`config.mk`:
```
export PLATFORM = sky130hd
export DESIGN_NAME = secret_key_vault
export DESIGN_NICKNAME = d
export VERILOG_FILES = /design/src/rtl/key_vault_pkg.sv /design/src/rtl/key_vault_slots.sv /design/src/rtl/secret_key_vault.sv
export SDC_FILE = /design/constraint.sdc
export NUM_CORES = 1
export LEC_CHECK = 0
export ABC_AREA = 1
export BUFFER_PORTS_ARGS = -buffer_cell sky130_fd_sc_hd__buf_2
export CAP_MARGIN = 0
export CORE_MARGIN = 3
export CORE_UTILIZATION = 48
export DETAILED_ROUTE_END_ITERATION = 8
export PLACE_DENSITY = 0.89
export SYNTH_ARGS = -nofsm -noshare
export SYNTH_HDL_FRONTEND = slang
export SYNTH_SLANG_ARGS = --single-unit
```
`constraint.sdc`:
```
create_clock -name clk -period 2.9 [get_ports clk]
set_input_delay 0.87 -clock clk [delete_from_list [all_inputs] [get_ports clk]]
set_output_delay 0.87 -clock clk [all_outputs]
set_load 0.005 [all_outputs]
```
`src/rtl/key_vault_pkg.sv`:
```
// Shared types and helpers for the secret key vault.
package key_vault_pkg;

    // Vault control states.
    typedef enum logic [1:0] {
        ST_IDLE     = 2'd0,
        ST_RELEASE  = 2'd1,
        ST_COOLDOWN = 2'd2,
        ST_LOCKED   = 2'd3
    } vault_state_e;

    // Width of a slot index for a vault holding num_keys slots (never below 1).
    function automatic int unsigned slot_idx(input int unsigned num_keys);
        return (num_keys > 1) ? $clog2(num_keys) : 1;
    endfunction

endpackage

```
`src/rtl/key_vault_slots.sv`:
```
// Key slot storage: reset load, zeroize erase, per-slot erased flags and read mux.
module key_vault_slots
    import key_vault_pkg::*;
#(
    parameter int unsigned KEY_W    = 32,
    parameter int unsigned NUM_KEYS = 4,
    parameter logic [NUM_KEYS*KEY_W-1:0] KEY_INIT = {NUM_KEYS{32'h12345678}},
    localparam int unsigned SLOT_W  = slot_idx(NUM_KEYS)
) (
    input  logic              clk,
    input  logic              rst_n,
    input  logic              zeroize,
    input  logic [SLOT_W-1:0] rd_slot,
    output logic [KEY_W-1:0]  rd_key_c,
    output logic              rd_ok_c
);

    logic [KEY_W-1:0]    slot_q [NUM_KEYS];
    logic [NUM_KEYS-1:0] erased_q;

    // Slot contents: load reset keys, wipe everything on zeroize.
    always_ff @(posedge clk or negedge rst_n) begin
        if (!rst_n) begin
            for (int i = 0; i < int'(NUM_KEYS); i++) begin
                slot_q[i] <= KEY_INIT[i*KEY_W +: KEY_W];
            end
            erased_q <= '0;
        end else if (zeroize) begin
            for (int i = 0; i < int'(NUM_KEYS); i++) begin
                slot_q[i] <= '0;
            end
            erased_q <= '1;
        end
    end

    // Read mux; an out-of-range index matches nothing and reads as not usable.
    always_comb begin
        rd_key_c = '0;
        rd_ok_c  = 1'b0;
        for (int i = 0; i < int'(NUM_KEYS); i++) begin
            if (rd_slot == SLOT_W'(i)) begin
                rd_key_c = slot_q[i];
                rd_ok_c  = !erased_q[i];
            end
        end
    end

endmodule

```
`src/rtl/secret_key_vault.sv`:
```
// Multi-slot secret key vault: one-cycle key release per granted request,
// failed-attempt lockout and zeroization.
module secret_key_vault
    import key_vault_pkg::*;
#(
    parameter int unsigned KEY_W     = 32,
    parameter int unsigned NUM_KEYS  = 4,
    parameter logic [NUM_KEYS*KEY_W-1:0] KEY_INIT = {NUM_KEYS{32'h12345678}},
    parameter int unsigned COOLDOWN  = 2,
    parameter int unsigned MAX_FAILS = 3,
    localparam int unsigned SLOT_W   = slot_idx(NUM_KEYS)
) (
    input  logic              clk,
    input  logic              rst_n,
    input  logic              req_valid,
    input  logic [SLOT_W-1:0] req_slot,
    input  logic              access_granted,
    input  logic              zeroize,
    output logic              req_ready,
    output logic              key_valid,
    output logic [KEY_W-1:0]  key_out,
    output logic [SLOT_W-1:0] key_slot,
    output logic              deny,
    output logic              locked
);

    localparam int unsigned FAIL_W  = $clog2(MAX_FAILS + 1);
    localparam int unsigned CNT_W   = (COOLDOWN > 1) ? $clog2(COOLDOWN) : 1;
    localparam int unsigned CD_LOAD = (COOLDOWN > 0) ? COOLDOWN - 1 : 0;

    vault_state_e      state;
    logic [CNT_W-1:0]  cd_cnt;
    logic [FAIL_W-1:0] fail_cnt;

    logic              accept_c;
    logic              grant_c;
    logic [FAIL_W-1:0] fail_next_c;
    logic [KEY_W-1:0]  rd_key_c;
    logic              rd_ok_c;

    key_vault_slots #(
        .KEY_W    (KEY_W),
        .NUM_KEYS (NUM_KEYS),
        .KEY_INIT (KEY_INIT)
    ) u_slots (
        .clk      (clk),
        .rst_n    (rst_n),
        .zeroize  (zeroize),
        .rd_slot  (req_slot),
        .rd_key_c (rd_key_c),
        .rd_ok_c  (rd_ok_c)
    );

    // Request decode; a zeroize on the accepting edge always refuses the request.
    always_comb begin
        accept_c    = req_valid && req_ready;
        grant_c     = accept_c && access_granted && rd_ok_c && !zeroize;
        fail_next_c = (fail_cnt == FAIL_W'(MAX_FAILS)) ? fail_cnt : fail_cnt + FAIL_W'(1);
    end

    // Control FSM with cooldown/fail counters and registered outputs.
    always_ff @(posedge clk or negedge rst_n) begin
        if (!rst_n) begin
            state     <= ST_IDLE;
            cd_cnt    <= '0;
            fail_cnt  <= '0;
            req_ready <= 1'b0;
            key_valid <= 1'b0;
            key_out   <= '0;
            key_slot  <= '0;
            deny      <= 1'b0;
            locked    <= 1'b0;
        end else begin
            key_valid <= 1'b0;
            key_out   <= '0;
            key_slot  <= '0;
            deny      <= 1'b0;
            case (state)
                ST_IDLE: begin
                    if (grant_c) begin
                        state     <= ST_RELEASE;
                        req_ready <= 1'b0;
                        key_valid <= 1'b1;
                        key_out   <= rd_key_c;
                        key_slot  <= req_slot;
                        fail_cnt  <= '0;
                    end else if (accept_c) begin
                        deny     <= 1'b1;
                        fail_cnt <= fail_next_c;
                        if (fail_next_c == FAIL_W'(MAX_FAILS)) begin
                            state     <= ST_LOCKED;
                            req_ready <= 1'b0;
                            locked    <= 1'b1;
                        end else begin
                            req_ready <= 1'b1;
                        end
                    end else begin
                        req_ready <= 1'b1;
                    end
                end
                ST_RELEASE: begin
                    if (COOLDOWN == 0) begin
                        state     <= ST_IDLE;
                        req_ready <= 1'b1;
                    end else begin
                        state  <= ST_COOLDOWN;
                        cd_cnt <= CNT_W'(CD_LOAD);
                    end
                end
                ST_COOLDOWN: begin
                    if (cd_cnt == '0) begin
                        state     <= ST_IDLE;
                        req_ready <= 1'b1;
                    end else begin
                        cd_cnt <= cd_cnt - CNT_W'(1);
                    end
                end
                ST_LOCKED: begin
                    req_ready <= 1'b0;
                    locked    <= 1'b1;
                end
                default: begin
                    state     <= ST_LOCKED;
                    req_ready <= 1'b0;
                    locked    <= 1'b1;
                end
            endcase
        end
    end

endmodule

```
# ---- After elaboration in Yosys (flattened, before gate mapping)
# Index checks and enable logic that the tools add are counted.
dict set report totals {
  ff_bits 57
  in_bits 7
  output_inout_bits 38
  elab_cells 83
}
dict set report op_classes {
  n_addsub 2
  n_eq_ne 14
  muxes 36
  reduce_logical 20
}
# operator count
set ops {}
lappend ops {{$mux 29} 4}
lappend ops {{$mux 32} 2}
lappend ops {{$mux 2} 9}
lappend ops {{$mux 1} 17}
lappend ops {{$eq 2x2->1 const B} 6}
lappend ops {{$ne 2x2->1 const B} 4}
lappend ops {{$reduce_and 4->1} 2}
lappend ops {{$ne 3x3->1 const B} 2}
lappend ops {{$pmux 2 s3} 1}
lappend ops {{$reduce_bool 2->1} 3}
lappend ops {{$reduce_bool 3->1} 2}
lappend ops {{$logic_not 1->1} 5}
lappend ops {{$eq 2x1->1 const B} 2}
lappend ops {{$logic_and 1x1->1} 4}
lappend ops {{$logic_not 2->1} 2}
lappend ops {{$pmux 1 s2} 2}
lappend ops {{$reduce_and 2->1} 2}
lappend ops {{$pmux 1 s3} 1}
lappend ops {{$add 2x1->2 const B} 1}
lappend ops {{$sub 1x1->1 const B} 1}

# ---- Depth between registers and ports, before layout
# Gate-level depths: netlist of the first run.
dict set report logic_depth {
  depth_word 9
  mapped_depth 9
  depth_no_buf 9
}

# ---- By module
# A second synthesis of the first run with hierarchy kept.
dict set report unflattened {
  cells_unflattened 179
  hier_area_um2 2169.6
}
# module n_inst cells_per_inst area_per_inst_um2 seq_area_each_um2
set by_module_without_submodules {}
lappend by_module_without_submodules {secret_key_vault 1 139 1856.8 1076.0}
lappend by_module_without_submodules {key_vault_slots 1 40 312.8 51.3}

# ---- Worst setup path after synthesis of the first run
# Ideal clock, no wire load.
dict set report synth_timing {
  path_kind {reg2out}
  startpoint {reg key_out[25] (netlist name)}
  endpoint {out key_out[10]}
  arrival_time_ps 671
  required_time_ps 2030
  path_slack_ps 1359
  stages_incl_launch_ff 2
  path_buffers 1
  path_cell_list {dfrtp_1 buf_4}
}
# item line
set synth_lines {}
lappend synth_lines {{end, declared} secret_key_vault.sv:21} ;# output logic [KEY_W-1:0] key_out,

==> reports/summary.md, run 1 <==
Status
* status: completed

Critical path
* buffering stage count on the worst path with inverters included: 1
* cell-by-cell trace of the critical path: buf_2
* critical path's top delay family: flip-flops
* critical path data required time: 2.03 ns
* kind of launch point of the worst setup path: register
* category of the most critical setup path: reg2out
* standard cell with the maximum stage delay on the critical path: sky130_fd_sc_hd__dfrtp_1
* largest stage delay on the critical path: 0.48 ns
* data arrival at the endpoint of the critical path: 0.94 ns
* crit-path max FO: 13
* kind of end point of the critical path: output port

Layout
* count of inserted antenna diode cells: 0
* filler instances: 176
* Non-Filler Cell Area, Final: 941 sq um
* fraction of layout instances using a drive strength above 1: 31.2%
* net count reported at finish: 138
* layout overhead on the synthesized area: 3.01%

Placed design
* global placement routability congestion: 0.786
* placed cell areas: 905 sq um
* Post-DP HPWL: 1150 microns
* Port Buffers: 25

Synthesis
* simple-gate share of the synthesized area: 17.0%
* Post-Syn Area: 913 sq um
* predominant post-synthesis flop cell: sky130_fd_sc_hd__dfrtp_1
* most common library cells after synthesis: sky130_fd_sc_hd__buf_4, sky130_fd_sc_hd__nand2_1, sky130_fd_sc_hd__dfrtp_1, sky130_fd_sc_hd__inv_1, sky130_fd_sc_hd__nor2_1
* flops & latches, synth: 14
* proportion of synthesized chip area in sequential cells: 38.5%
* largest family of logic cells by synthesized area: buffers and inverters
* parity-gate share of the synthesized area counting xor and xnor cells: 0%
* Mapped Cells: 109
* cell taking the most area after synthesis: sky130_fd_sc_hd__dfrtp_1
* synthesis warning total: 0
* most area-consuming cells after synthesis: sky130_fd_sc_hd__dfrtp_1, sky130_fd_sc_hd__buf_4, sky130_fd_sc_hd__nand2_1
* number of unique standard cell types used by synthesis: 18
* EDFF count, synth: 0
* async set or reset register ratio after synthesis: 100%
* cell with the most instances after synthesis: sky130_fd_sc_hd__buf_4
* area fraction in compound gates after synthesis: 6.03%
* portion of synthesized cell area occupied by the leading cell type: 35.6%
* adder and majority cell fraction of the synthesized area: 6.85%
* Avg Inst Size Synth: 8.38 sq um
* share of cell area taken by muxes after synthesis: 0%

Floorplanning
* count of pins on the block boundary: 45
* DIE AREA: 2460 sq um
* placement row count: 15
* chip height: 49.6 microns
* Initial Util: 51.8%
* chip width: 49.6 microns
* placeable core region: 1760 sq um

Clock tree
* quantity of gates resized following cts: 0
* clock sink count: 14
* clock latency at the later pin of the worst-skew pair: 0.29 ns
* clock slew seen by the registers of the worst setup and hold paths: 0.09 ns
* hold buffer count at cts: 0
* cell at the root of the clock tree: sky130_fd_sc_hd__clkbuf_4
* depth of the CTS H-tree: 1
* buffers inserted by post-CTS timing repair: 0
* total CTS buffers: 3
* buffer depth of the longest clock path: 2
* TritonCTS clock tree: done

Power
* worst voltage drop across the vdd grid: 0.000552 V
* power density cells: 815 nW/um^2
* Leakage: 0.571 nW
* Final Total Pwr: 0.767 mW

Detailed routing
* final routed wire length divided by cell count: 9.29 microns
* count of antenna-violating nets left after detailed routing: 0
* Iteration-0 DRC Markers: 5
* sum of routed wire length over all layers: 1390 microns
* vias per inst: 4.09
* total via count in the routed design: 613
* number of detailed-route iterations in the first pass: 4
* DRC Markers: 0

Hold path
* worst hold-check path type: in2async

STA
* summed negative setup slack over all endpoints: 0 ns
* min cycle time layout: 1.81 ns
* fraction of the cycle the final worst path needs: 62.3%
* Setup Skew: 0.00888 ns
* tightest hold margin: 0.459 ns
* maximum clock frequency: 0.554 GHz
* Final setup violation count: 0
* Final Hold Vio Count: 0
* count of pins over their slew limit: 0
* RSZ-0062 raised after global routing: no

Global routing
* via count of the first global-routing pass: 544
* Overall Global Routing Usage: 12.3%
* wire length of the first global-routing pass: 2320 microns
* antenna violations before repair: 0
* maximum number of pins on one net before global-route repair: 15
* overall overflow remaining after global route: 0

Run
* max_cap viols: 0

report_power, final:
group          leakage (nW)  total (mW)  internal (mW)  switching [mW]
sequential            0.165       0.293          0.244          0.0490
clock                0.0210       0.141         0.0765          0.0648
combinational         0.384       0.332          0.128           0.204
total                 0.571       0.767          0.449           0.318
layer usage:
layer / global-route usage (%) / vias to the layer above / wire length, microns
li1: - / 311 / -
met1: 14.8 / 264 / 582
met2: 20.5 / 33 / 642
met3: 3.02 / 5 / 136
met4: 5.53 / 0 / 31
met5: 0 / - / 0
metrics by stage:
step	util [%]	worst slack, ns	std cells
global route	53.3	0.998	150
finish	53.3	1.09	150
floorplan	-	1.36	127
global placement	51.3	1.22	146
CTS	53.3	1.08	150
detailed placement	51.3	1.19	146
flip-flops by register name, summed over array words and instances, names as in the netlist:
register,cells
fail_cnt,2
state,2
deny,1
u_slots.slot_q,1
cd_cnt,1
u_slots.erased_q,1
key_valid,1
locked,1
key_out,1
key_slot,2
req_ready,1
final cells by class:
type	instances	area [sq um]	area share [%]
inverters	14	52.6	5.59
repair buffers	25	125	13.3
flip-flops and latches	14	352	37.4
well taps	25	31.3	3.32
multi-input cells	68	344	36.6
clock buffers	4	36.3	3.86
cells by family after synthesis:
| group | count (synthesis) |
|---|---|
| AOI/OAI and AO/OA | 9 |
| and+or+nand+nor | 35 |
| adders and majority gates | 5 |
| buffers and inverters | 45 |
| DFF | 14 |
| other | 1 |
cell usage in the layout, fill, tap and decap left out:
master / n
sky130_fd_sc_hd__dfrtp_1: 13
sky130_fd_sc_hd__inv_1: 13
sky130_fd_sc_hd__nand3_2: 1
sky130_fd_sc_hd__o21ai_2: 2
sky130_fd_sc_hd__o21ai_0: 1
sky130_fd_sc_hd__o21ai_1: 2
sky130_fd_sc_hd__nor2_1: 7
sky130_fd_sc_hd__clkbuf_4: 3
sky130_fd_sc_hd__nor2_2: 2
sky130_fd_sc_hd__clkbuf_8: 1
sky130_fd_sc_hd__nand3_1: 4
sky130_fd_sc_hd__ha_1: 5
sky130_fd_sc_hd__nand2_2: 3
sky130_fd_sc_hd__inv_2: 1
sky130_fd_sc_hd__conb_1: 19
sky130_fd_sc_hd__a21oi_1: 3
sky130_fd_sc_hd__dfstp_2: 1
sky130_fd_sc_hd__nand2_1: 18
sky130_fd_sc_hd__o21a_1: 1
sky130_fd_sc_hd__buf_2: 25
path summary, 6_finish.rpt:
path                                                  from                              end  slack, ns  cells after the start
min in group clk           u_slots.slot_q[121]$_DFFE_PN1P_  u_slots.slot_q[121]$_DFFE_PN1P_       0.46                      2
min                                                  rst_n             state[0]$_DFFE_PN0P_       0.46                      1
min reg2reg                u_slots.slot_q[121]$_DFFE_PN1P_  u_slots.slot_q[121]$_DFFE_PN1P_       0.46                      2
max in group asynchronous                            rst_n  u_slots.slot_q[121]$_DFFE_PN1P_       2.15                      1
max reg2reg                           state[0]$_DFFE_PN0P_             state[1]$_DFFE_PN0P_       1.35                      8
max                                  key_out[25]$_DFF_PN0_                      key_out[20]       1.09                      1
Note: power is estimated with default switching activity, not from simulation.
==> inputs of run 2 (changes only) <==
--- a/config.mk
+++ b/config.mk
@@ -9,9 +9,9 @@
 export BUFFER_PORTS_ARGS = -buffer_cell sky130_fd_sc_hd__buf_2
 export CAP_MARGIN = 0
 export CORE_MARGIN = 3
-export CORE_UTILIZATION = 48
+export CORE_UTILIZATION = 40
 export DETAILED_ROUTE_END_ITERATION = 8
-export PLACE_DENSITY = 0.89
+export PLACE_DENSITY = 0.8
 export SYNTH_ARGS = -nofsm -noshare
 export SYNTH_HDL_FRONTEND = slang
 export SYNTH_SLANG_ARGS = --single-unit
==> constraint.sdc (replaced) <==
create_clock -name clk -period 1.6 [get_ports clk]
set_input_delay 0.48 -clock clk [delete_from_list [all_inputs] [get_ports clk]]
set_output_delay 0.48 -clock clk [all_outputs]
set_load 0.005 [all_outputs]
==> reports/summary.md, run 2 (synthesized netlist as in run 1, its figures left out) <==
Status
* status: completed

Critical path
* critical path data required time: 1.79 ns, -0.24 ns
* count of cells along the worst register-to-register path: 7, -1
* data arrival at the endpoint of the critical path: 1.66 ns, +0.72 ns
* kind of end point of the critical path: register
* crit-path max FO: 5, -8
* category of the most critical setup path: reg2reg
* Reg2Reg Setup Slack: 0.13 ns, -1.22 ns
* dominant cell type by count on the critical path: sky130_fd_sc_hd__nand2_1
* Reg2Reg Launch Point: state[1]$_DFFE_PN0P_
* kind of launch point of the worst setup path: register
* standard cell with the maximum stage delay on the critical path: sky130_fd_sc_hd__dfrtp_1
* largest stage delay on the critical path: 0.45 ns, -0.03 ns
* cell-by-cell trace of the critical path: inv_2 > ha_2 > nand3_2 > o21ai_2 > nand2_2 > nand2_1 > nand2_1
* endpoint of the worst-slack reg-to-reg timing path: state[0]$_DFFE_PN0P_

Run
* max_cap viols: 0, unchanged

STA
* Setup Skew: 0.0108 ns, +0.00195 ns
* min cycle time layout: 1.47 ns
* Final setup violation count: 0, unchanged
* Final Hold Vio Count: 0, unchanged
* RSZ-0062 raised after global routing: no
* summed negative setup slack over all endpoints: 0 ns, unchanged
* worst setup margin: 0.126 ns, -0.968 ns
* fraction of the cycle the final worst path needs: 92.1%
* maximum clock frequency: 0.679 GHz
* count of pins over their slew limit: 0, unchanged

Hold path
* worst hold-check path type: in2async

Power
* power spent charging and discharging nets: 0.612 mW, +93%
* worst voltage drop across the vdd grid: 0.00102 V, +85%
* power density cells: 1530 nW/um^2, +87%
* internal power component: 0.834 mW, +86%
* power share of the combinational group: 45.2%, +1.9 points
* share of total power consumed by net switching: 42.3%, +0.87 points
* Leakage: 0.566 nW, -0.78%
* Seq pwr share: 37.1%, -1.1 points
* clock power share: 17.8%, -0.6 points

Global routing
* maximum number of pins on one net before global-route repair: 15, unchanged
* overall overflow remaining after global route: 0, unchanged
* via count of the first global-routing pass: 513, -5.7%
* Overall Global Routing Usage: 10.4%, -1.9 points
* wire length of the first global-routing pass: 2190 microns, -5.7%
* antenna violations before repair: 0, unchanged

Clock tree
* clock slew seen by the registers of the worst setup and hold paths: 0.09 ns, about the same
* TritonCTS clock tree: done
* quantity of gates resized following cts: 0, unchanged
* buffers inserted by post-CTS timing repair: 0, unchanged
* cell at the root of the clock tree: sky130_fd_sc_hd__clkbuf_4
* buffer depth of the longest clock path: 2, unchanged
* clock sink count: 14, unchanged
* total CTS buffers: 3, unchanged
* hold buffer count at cts: 0, unchanged
* clock latency at the later pin of the worst-skew pair: 0.28 ns, about the same
* depth of the CTS H-tree: 1, unchanged

Detailed routing
* Iteration-0 DRC Markers: 13, +8
* number of detailed-route iterations in the first pass: 4, unchanged
* DRC Markers: 0, unchanged
* total via count in the routed design: 626, +2.1%
* sum of routed wire length over all layers: 1440 microns, +3.2%
* final routed wire length divided by cell count: 9.46 microns, +1.9%
* count of antenna-violating nets left after detailed routing: 0, unchanged
* vias per inst: 4.12, +0.78%

Layout
* net count reported at finish: 138, unchanged
* highest-count cells in the layout ignoring fill and taps: sky130_fd_sc_hd__buf_2, sky130_fd_sc_hd__conb_1, sky130_fd_sc_hd__nand2_1, sky130_fd_sc_hd__dfrtp_1, sky130_fd_sc_hd__inv_1
* most common cell after layout, fill and taps aside: sky130_fd_sc_hd__buf_2
* registers with the most flip-flops: fail_cnt (2), key_slot (2), state (2)
* layout overhead on the synthesized area: 3.70%
* fraction of layout instances using a drive strength above 1: 34.4%, +3.2 points
* count of inserted antenna diode cells: 0, unchanged

Placed design
* Port Buffers: 25, unchanged
* Post-DP HPWL: 1130 microns, -1.5%
* post-place setup slack: 0.0634 ns, -1.12 ns
* global placement routability congestion: 0.925, +18%

Floorplanning
* chip height: 53.8 microns, +8.4%
* DIE AREA: 2890 sq um, +17%
* placeable core region: 2060 sq um, +17%
* count of pins on the block boundary: 45, unchanged
* Initial Util: 44.3%, -7.5 points
* chip width: 53.8 microns, +8.4%
* placement row count: 16, +1

==> run 2: cell counts in the layout (fill, tap and decap cells not counted) <==
No cell type changed its count.
==> run 2: worst max-delay path by stage <==
stage                          from              endpoint  slack, ns  cells past startpoint
2_1_floorplan  state[1]$_DFFE_PN0P_  state[1]$_DFFE_PN0P_       0.27                      7
3_3_place_gp   state[1]$_DFFE_PN0P_  state[0]$_DFFE_PN0P_       0.13                      7
3_5_place_dp   state[1]$_DFFE_PN0P_  state[0]$_DFFE_PN0P_       0.06                      7
4_1_cts        state[1]$_DFFE_PN0P_  state[0]$_DFFE_PN0P_       0.03                      7
5_1_grt        state[1]$_DFFE_PN0P_  state[0]$_DFFE_PN0P_       0.01                      7
6_report       state[1]$_DFFE_PN0P_  state[0]$_DFFE_PN0P_       0.13                      7
==> run 2: power by group through the flow <==
stage                     sequential [mW]  combinational [mW]  clock, mW
final                               0.536               0.653      0.257
after global routing                0.550               0.766      0.280
after global placement              0.534               0.584          0
after detailed placement            0.537               0.620          0
after CTS                           0.531               0.628      0.260
after floorplan                     0.519               0.514          0
==> run 2: layer usage <==
metal | vias to the layer above | GRT usage, % | routed length, microns
li1 | 311 | - | -
met1 | 272 | 13.5 | 583
met2 | 43 | 16.5 | 660
met3 | 0 | 4.16 | 194
met4 | 0 | 1.28 | 0
met5 | - | 0 | 0
==> run 2: layout make-up <==
type	instances	area, sq um
Clock buffer	4	36.3
Fill cell	216	1110
Inverter	14	52.6
Multi-Input combinational cell	68	347
Sequential cell	14	353
Tap cell	27	33.8
Timing Repair Buffer	25	125
==> run 2: worst max-delay path, delay by kind of cell (launching register included) <==
kind	cells	cell delay (ns)
DFF	1	0.45
and+or+nand+nor	4	0.33
adders and majority gates	1	0.24
buffers and inverters	1	0.13
AOI/OAI and AO/OA	1	0.23
==> run 2: stage by stage <==
stage          std cells  power [mW]  hold WS, ns  cell area (sq um)  util [%]
2_1_floorplan        127        1.03        0.184                981         -
3_3_place_gp         148        1.12        0.384                907      44.0
3_5_place_dp         148        1.16        0.390                907      44.0
4_1_cts              152        1.42       0.0796                943      45.8
5_1_grt              152        1.60       0.0772                947      45.9
6_report             152        1.45       0.0681                947      45.9
==> inputs of run 3 (changes only) <==
--- a/config.mk
+++ b/config.mk
@@ -12,6 +12,7 @@
 export CORE_UTILIZATION = 40
 export DETAILED_ROUTE_END_ITERATION = 8
 export PLACE_DENSITY = 0.8
+export RECOVER_POWER = 25
 export SYNTH_ARGS = -nofsm -noshare
 export SYNTH_HDL_FRONTEND = slang
 export SYNTH_SLANG_ARGS = --single-unit
==> reports/summary.md, run 3 (synthesized netlist as in run 1, its figures left out) <==
Status
* status: completed

Global routing
* antenna violations before repair: 0, unchanged
* global routing's busiest layer: met2
* maximum number of pins on one net before global-route repair: 15, unchanged
* via count of the first global-routing pass: 513, unchanged
* met3 track demand over resource: 4.16%, unchanged
* overall overflow remaining after global route: 0, unchanged
* met2 demand-to-capacity share in global routing: 16.5%, unchanged
* Overall Global Routing Usage: 10.4%, unchanged
* wire length of the first global-routing pass: 2190 microns, unchanged
* met1 usage: 13.5%, unchanged

Critical path
* data arrival at the endpoint of the critical path: 1.66 ns, about the same
* kind of launch point of the worst setup path: register
* crit-path max FO: 5, unchanged
* endpoint of the worst-slack reg-to-reg timing path: state[0]$_DFFE_PN0P_
* cell-by-cell trace of the critical path: inv_2 > ha_2 > nand3_2 > o21ai_2 > nand2_2 > nand2_1 > nand2_1
* critical path data required time: 1.79 ns, about the same
* category of the most critical setup path: reg2reg
* Reg2Reg Setup Slack: 0.13 ns, about the same
* kind of end point of the critical path: register
* largest stage delay on the critical path: 0.45 ns, about the same
* Reg2Reg Launch Point: state[1]$_DFFE_PN0P_
* dominant cell type by count on the critical path: sky130_fd_sc_hd__nand2_1
* standard cell with the maximum stage delay on the critical path: sky130_fd_sc_hd__dfrtp_1
* count of cells along the worst register-to-register path: 7, unchanged

Clock tree
* clock slew seen by the registers of the worst setup and hold paths: 0.09 ns, about the same
* buffers inserted by post-CTS timing repair: 0, unchanged
* clock sink count: 14, unchanged
* cell at the root of the clock tree: sky130_fd_sc_hd__clkbuf_4
* clock latency at the later pin of the worst-skew pair: 0.28 ns, about the same
* total CTS buffers: 3, unchanged
* buffer depth of the longest clock path: 2, unchanged
* depth of the CTS H-tree: 1, unchanged
* TritonCTS clock tree: done

Detailed routing
* number of detailed-route iterations in the first pass: 4, unchanged
* Iteration-0 DRC Markers: 13, unchanged
* total via count in the routed design: 628, +0.32%
* sum of routed wire length over all layers: 1440 microns, +0.21%
* vias per inst: 4.13, +0.32%
* count of antenna-violating nets left after detailed routing: 0, unchanged
* DRC Markers: 0, unchanged
* final routed wire length divided by cell count: 9.48 microns, +0.21%

Layout
* sequential standard cell area: 353 sq um, unchanged
* count of inserted antenna diode cells: 0, unchanged
* layout overhead on the synthesized area: 3.56%
* Multi-input gate area: 347 sq um, unchanged
* net count reported at finish: 138, unchanged
* final instance count without filler cells: 152, unchanged
* most common cell after layout, fill and taps aside: sky130_fd_sc_hd__buf_2
* filler instances: 217, +0.46%
* highest-count cells in the layout ignoring fill and taps: sky130_fd_sc_hd__buf_2, sky130_fd_sc_hd__conb_1, sky130_fd_sc_hd__nand2_1, sky130_fd_sc_hd__dfrtp_1, sky130_fd_sc_hd__inv_1
* fraction of layout instances using a drive strength above 1: 33.6%, -0.80 points
* registers with the most flip-flops: fail_cnt (2), key_slot (2), state (2)
* core occupancy in the finished layout: 45.9%, -0.061 points

STA
* count of pins over their slew limit: 0, unchanged
* worst slew slack as a fraction of its limit: 50.4%
* Final Hold Vio Count: 0, unchanged
* min cycle time layout: 1.47 ns, +0.000300 ns
* summed negative setup slack over all endpoints: 0 ns, unchanged
* measured slew at the worst slew-check pin: 0.744 ns
* maximum clock frequency: 0.678 GHz, about the same
* RSZ-0062 raised after global routing: no
* fraction of the cycle the final worst path needs: 92.1%, about the same
* Final setup violation count: 0, unchanged
* worst setup margin: 0.126 ns, -0.000300 ns
* Setup Skew: 0.0108 ns, +0.0000103 ns

Run
* max_cap viols: 0, unchanged

Placed design
* Port Buffers: 25, unchanged
* Post-DP HPWL: 1130 microns, unchanged
* global placement routability congestion: 0.925, unchanged
* post-place setup slack: 0.0634 ns, unchanged
* Cell Count Post-Placement: 148, unchanged

Floorplanning
* DIE AREA: 2890 sq um, unchanged
* chip height: 53.8 microns, unchanged
* placement row count: 16, unchanged
* chip width: 53.8 microns, unchanged
* Initial Util: 44.3%, unchanged
* placeable core region: 2060 sq um, unchanged
* count of pins on the block boundary: 45, unchanged

Power
* Final Total Pwr: 1.45 mW, about the same
* worst voltage drop across the vdd grid: 0.00102 V, about the same
* power density cells: 1530 nW/um^2, +0.11%
* Leakage: 0.563 nW, -0.49%

Hold path
* worst hold-check path type: in2async

==> run 3: cell types whose count changed in the layout (fill, tap and decap cells not counted), sizes merged <==
cell,before,now
buf,25,24
clkbuf,4,5
==> run 3: final cells by class <==
type	instances	area share, %
Clock buffer	4	3.84
Tap cell	27	3.57
Sequential cell	14	37.3
Timing Repair Buffer	25	13.1
Inverter	14	5.56
Multi-Input combinational cell	68	36.6
==> run 3: repair_timing <==
action / in CTS / in global routing
hold buffers: 0 / 0
gates resized for setup: 0 / 4
setup endpoints to repair: 0 / 2
hold endpoints to repair: 0 / 0
==> run 3: routing by layer <==
layer,part of all wire (%),vias to the layer above
met5,0,-
met4,0,0
met3,14,0
met2,46,43
met1,41,274
li1,-,311
==> run 3: where the power goes <==
part | total, mW | switching [mW] | internal (mW)
Clock | 0.257 | 0.118 | 0.138
Combinational | 0.653 | 0.403 | 0.250
Sequential | 0.536 | 0.0911 | 0.445
==> run 3: worst max path at each step <==
stage | slack, ns | cells after the start | endpoint | from
2_1_floorplan | 0.27 | 7 | state[1]$_DFFE_PN0P_ | state[1]$_DFFE_PN0P_
3_3_place_gp | 0.13 | 7 | state[0]$_DFFE_PN0P_ | state[1]$_DFFE_PN0P_
3_5_place_dp | 0.06 | 7 | state[0]$_DFFE_PN0P_ | state[1]$_DFFE_PN0P_
4_1_cts | 0.03 | 7 | state[0]$_DFFE_PN0P_ | state[1]$_DFFE_PN0P_
5_1_grt | 0.01 | 7 | state[0]$_DFFE_PN0P_ | state[1]$_DFFE_PN0P_
6_report | 0.13 | 7 | state[0]$_DFFE_PN0P_ | state[1]$_DFFE_PN0P_
==> run 3: worst max-delay path: cells and delay by family (launching register included) <==
kind | cells | cell delay (ns)
DFF | 1 | 0.45
and+or+nand+nor | 4 | 0.33
AOI/OAI and AO/OA | 1 | 0.23
adders and majority gates | 1 | 0.24
buffers and inverters | 1 | 0.13
==> run 3: metrics by stage <==
stage / hold WS, ns / cell area, sq um
final: 0.222 / 946
after global routing: 0.267 / 946
after CTS: 0.0796 / 943
after detailed placement: 0.390 / 907
after global placement: 0.384 / 907
after floorplan: 0.184 / 981
